<file path="src/rtl/gamepad_pmod_tx.sv">
`default_nettype none
// ============================================================================
// Module   : gamepad_pmod_tx
// Purpose  : Gamepad PMOD link transmitter (latch / clk / data). Serialises a
//            parallel button vector, MSB first, into back-to-back frames with
//            a programmable idle gap between frames.
// Revision : 1.0 - initial release
// ============================================================================
module gamepad_pmod_tx #(
  parameter int CLK_DIV   = 4,    // system clocks per pmod_clk half-period
  parameter int FRAME_GAP = 100,  // idle clocks between frame_done and next latch
  parameter int NUM_PADS  = 2     // 1 or 2 controllers per frame
) (
  input  logic                    clk,
  input  logic                    reset,
  input  logic                    enable,
  input  logic [12*NUM_PADS-1:0]  buttons,
  output logic                    pmod_latch,
  output logic                    pmod_clk,
  output logic                    pmod_data,
  output logic                    busy,
  output logic                    frame_done
);

  localparam int NBITS     = 12 * NUM_PADS;
  localparam int LATCH_LEN = 2 * CLK_DIV;
  localparam int PHASE_MAX = (LATCH_LEN > FRAME_GAP) ? LATCH_LEN : FRAME_GAP;
  localparam int PW        = $clog2(PHASE_MAX + 1);
  localparam int BW        = $clog2(NBITS + 1);

  typedef enum logic [2:0] {
    IDLE     = 3'd0,
    LATCH    = 3'd1,
    SHIFT_LO = 3'd2,
    SHIFT_HI = 3'd3,
    DONE     = 3'd4,
    GAP      = 3'd5
  } state_t;

  state_t           state, state_n;
  logic [PW-1:0]    phase, phase_n;
  logic [BW-1:0]    bit_cnt, bit_n;
  logic [NBITS-1:0] shift, shift_n;

  // Next-value versions of the outputs; registering them keeps every output
  // a flop with no path from enable/buttons.
  logic latch_n, clk_n, data_n, busy_n, done_n;

  // State, counters, shift register and output registers.
  always_ff @(posedge clk) begin
    if (reset) begin
      state      <= IDLE;
      phase      <= '0;
      bit_cnt    <= '0;
      shift      <= '0;
      pmod_latch <= 1'b0;
      pmod_clk   <= 1'b0;
      pmod_data  <= 1'b0;
      busy       <= 1'b0;
      frame_done <= 1'b0;
    end else begin
      state      <= state_n;
      phase      <= phase_n;
      bit_cnt    <= bit_n;
      shift      <= shift_n;
      pmod_latch <= latch_n;
      pmod_clk   <= clk_n;
      pmod_data  <= data_n;
      busy       <= busy_n;
      frame_done <= done_n;
    end
  end

  // Next-state, counter and shift-register logic. The phase counter restarts
  // at zero on every state change and counts the cycles spent in that state.
  always_comb begin
    state_n = state;
    phase_n = phase + PW'(1);
    bit_n   = bit_cnt;
    shift_n = shift;
    unique case (state)
      IDLE: begin
        phase_n = '0;
        if (enable) begin
          state_n = LATCH;
          shift_n = buttons;
          bit_n   = '0;
        end
      end
      LATCH: begin
        if (phase == PW'(LATCH_LEN - 1)) begin
          state_n = SHIFT_LO;
          phase_n = '0;
          bit_n   = '0;
        end
      end
      SHIFT_LO: begin
        if (phase == PW'(CLK_DIV - 1)) begin
          state_n = SHIFT_HI;
          phase_n = '0;
        end
      end
      SHIFT_HI: begin
        if (phase == PW'(CLK_DIV - 1)) begin
          phase_n = '0;
          shift_n = {shift[NBITS-2:0], 1'b0};
          bit_n   = bit_cnt + BW'(1);
          state_n = (bit_cnt == BW'(NBITS - 1)) ? DONE : SHIFT_LO;
        end
      end
      DONE: begin
        phase_n = '0;
        state_n = enable ? GAP : IDLE;
      end
      GAP: begin
        if (phase == PW'(FRAME_GAP - 1)) begin
          phase_n = '0;
          if (enable) begin
            state_n = LATCH;
            shift_n = buttons;
            bit_n   = '0;
          end else begin
            state_n = IDLE;
          end
        end
      end
      default: begin
        state_n = IDLE;
        phase_n = '0;
      end
    endcase
  end

  // Output values for the state being entered; data follows the MSB of the
  // shift register only while shifting, so it changes only with pmod_clk low.
  always_comb begin
    latch_n = (state_n == LATCH);
    clk_n   = (state_n == SHIFT_HI);
    data_n  = ((state_n == SHIFT_LO) || (state_n == SHIFT_HI)) ? shift_n[NBITS-1] : 1'b0;
    busy_n  = (state_n == LATCH) || (state_n == SHIFT_LO) || (state_n == SHIFT_HI);
    done_n  = (state_n == DONE);
  end

endmodule
`default_nettype wire

</file>
<file path="config.mk">
export PLATFORM = sky130hd
export DESIGN_NAME = gamepad_pmod_tx
export DESIGN_NICKNAME = d
export VERILOG_FILES = /design/src/rtl/gamepad_pmod_tx.sv
export SDC_FILE = /design/constraint.sdc
export NUM_CORES = 1
export LEC_CHECK = 0
export ABC_AREA = 1
export ABC_CLOCK_PERIOD_IN_PS = 3900
export CORE_MARGIN = 5
export CORE_UTILIZATION = 45
export DETAILED_ROUTE_END_ITERATION = 8
export GPL_TIMING_DRIVEN = 0
export PLACE_DENSITY = 0.73
export REMOVE_ABC_BUFFERS = 1
export SLEW_MARGIN = 20
export SYNTH_ARGS = -nofsm -noshare
export SYNTH_HDL_FRONTEND = slang
export SYNTH_SLANG_ARGS = --single-unit
</file>
<file path="constraint.sdc">
create_clock -name clk -period 3.9 [get_ports clk]
set_input_delay 0.585 -clock clk [delete_from_list [all_inputs] [get_ports clk]]
set_output_delay 0.585 -clock clk [all_outputs]
set_load 0.005 [all_outputs]
</file>
==> impl_metrics.tcl <==
set metrics [dict create \
    critical_path_class "input pin to register" \
    synth_warnings 0 \
    ir_drop_v 0.000223 \
    h-tree-depth 2 \
    ant_nets 0 \
    tightest_slew_ns 0.851 \
    finalSetupViolations 0 \
    netlist_instances 392 \
    wl_per_cell_um 11.8 \
    grt_max_degree 28 \
    rsz0062_at_grt "false" \
    crit_family "buffers and inverters" \
    cp_slowest_cell "clkdlybuf4s50_1" \
    cts_resized 0 \
    met1_usage_pct 21.7 \
    syn_to_final_growth_pct 15.5 \
    powerDensity_mw_per_mm2 328 \
    gr-usage-met2_pct 27.7 \
    regArea_um2 881 \
    met3_usage_pct 4.17 \
    cts_setup_buffers 0 \
    grt_pass1_vias 2298 \
    hp-class "register to register" \
    place.gp.congestion 0.859 \
    drtIter0Drc 237 \
    final_nets 443 \
    core-area_mm2 0.00551 \
    via_count 2433 \
    post_synth_num_cell_types 25 \
    period_minus_slack_ns 2.78 \
    path_max_fanout 27 \
    syn_avg_cell_area_um2 6.54 \
    worstSkewPairLatency_ns 0.29 \
    cts_hold_buf 0 \
    cts_tree "built" \
    drive_above_1_share_pct 16.1 \
    cts_buffers 5 \
    die_w_um 85.5 \
    path_clk_slew_ns 0.08 \
    crit_buf_inv 2 \
    arrival_ns 2.95 \
    antenna_cells 0 \
    status "complete, no violations" \
    grt_pass1_wl_um 10200 \
    startpoint "enable" \
    path_cells "clkdlybuf4s50_1, inv_1, o21ai_0, nand3_2, nor2_4, nand2_1, nand2_1, nor2_1" \
    via_per_inst 5.00 \
    worst_path_most_repeated_cell "nand2_1" \
    startpoint_type "input pin" \
    min_period_over_period_pct 71.4 \
    antenna_found_initial 0 \
    io_buffers 31 \
    die_area_mm2 0.00731 \
    yosysSeqAreaShare_pct 34.4 \
    maxSlewViolCount 0 \
    min_from "phase[0]" \
    initial_utilization_pct 46.6 \
    required_ns 4.07 \
    grt_overflow_total 0 \
    rows 27 \
    totalNegativeSetupSlack_ns 0 \
    hpwl_um 3840 \
    cp-end-kind "register" \
    drt_wl_total_um 5750 \
    pin_count 32 \
    ys_ff_latch 44 \
    fill_cells 544 \
    hold_viol 0 \
    clk_path_buf_depth 2 \
    fmax_ghz 0.359 \
    dr.pass1.iters 4 \
    post_dp_cell_area_mm2 0.00287 \
    cts_sinks 44 \
    clock_skew_ns 0.00933 \
    track_usage_pct 16.8 \
    max_stage_delay_ns 1.03 \
    cts-root-buf "clkbuf_8" \
    leakagePower_nw 1.31 \
    die_y_um 85.5 \
    max_cap_violations 0 \
    syn_area_mm2 0.00256 \
    drc_errors 0 \
    multi_input_area_mm2 0.00149 \
    design_area_mm2 0.00296 \
    relSlewSlack_pct 43.1 \
    top_usage_layer "met2" \
    reg2reg_from "state[2]" \
]
[layout by cell type (no fill, tap or decap), drive strengths merged]
master,n
nand2,89
nor2,76
dfxtp,44
nand3,43
or2,40
clkdlybuf4s50,31
o21ai,28
inv,26
a21oi,13
clkbuf,8
xor2,5
nand4,4
nor3,4
ha,2
nand3b,1
o21bai,1
[cell usage after synthesis, drive strengths merged]
library cell / n / area share (%)
nand4: 4 / 0.98
nand3b: 1 / 0.29
buf: 9 / 2.7
o21bai: 1 / 0.29
clkbuf: 7 / 1.0
nand3: 43 / 9.3
nand2: 89 / 14
ha: 2 / 0.98
inv: 26 / 3.8
nor2: 76 / 12
xor2: 5 / 1.7
o21ai: 28 / 5.5
a21oi: 13 / 2.5
dfxtp: 44 / 34
or2: 40 / 9.8
nor3: 4 / 0.78
[kinds of logic (layout without fill, tap and decap cells)]
| family | count (synthesis) | after routing | share of synthesized area [%] |
|---|---|---|---|
| AND/OR/NAND/NOR | 257 | 257 | 47.1 |
| flip-flops | 44 | 44 | 34.4 |
| AO/OA/AOI/OAI | 42 | 42 | 8.30 |
| buffers and inverters | 42 | 65 | 7.56 |
| XOR/XNOR | 5 | 5 | 1.71 |
| adder cells (fa/ha/maj) | 2 | 2 | 0.976 |
[worst reg2reg max path, stage by stage, from the launching register on]
cell	delay, ns
dfxtp_1	0.39
inv_2	0.08
nand3_1	0.36
inv_1	0.20
nand2_2	0.16
nand3_4	0.28
inv_2	0.41
o21ai_1	0.11
nor2_1	0.13
[through the flow]
step / power, W / std cells / hold WS [ns] / worst slack [ns] / util (%)
floorplan: 0.000624 / 376 / 0.418 / 2.12 / -
global placement: 0.000683 / 479 / 0.432 / 0.828 / 52.1
detailed placement: 0.000687 / 479 / 0.440 / 0.836 / 52.1
CTS: 0.000978 / 487 / 0.452 / 1.15 / 53.8
global route: 0.00103 / 487 / 0.472 / 0.856 / 53.8
finish: 0.000970 / 487 / 0.450 / 1.12 / 53.8
[layout make-up]
type                    count  share of cell area [%]
multi-input cells         306                    50.4
inverters                  26                    3.30
well taps                  72                    3.04
repair buffers             31                    10.5
clock buffers               8                    3.04
flip-flops and latches     44                    29.8
[routing by layer]
layer  share of wire [%]  vias to the layer above
li1                    -                     1291
met1                  48                     1091
met2                  47                       43
met3                 4.1                        8
met4                 1.4                        0
met5                   0                        -
[power by group]
part	total, W	switching [W]	internal [W]
clock network	0.000292	0.000147	0.000145
registers	0.000498	0.0000197	0.000478
logic	0.000180	0.0000957	0.0000848
[sequential cells by signal (all words and copies together) (netlist names), 3 cells and up]
| signal | flops |
|---|---|
| state | 3 |
| phase | 7 |
| shift | 24 |
| bit_cnt | 5 |
[final timing paths]
path	to	slack, ns	cells past startpoint
max	bit_cnt[1]	1.12	8
min	phase[0]	0.45	1
max reg2reg	shift[19]	1.73	8
min reg2reg	phase[0]	0.45	1
Note: power is estimated with default switching activity, not from simulation.
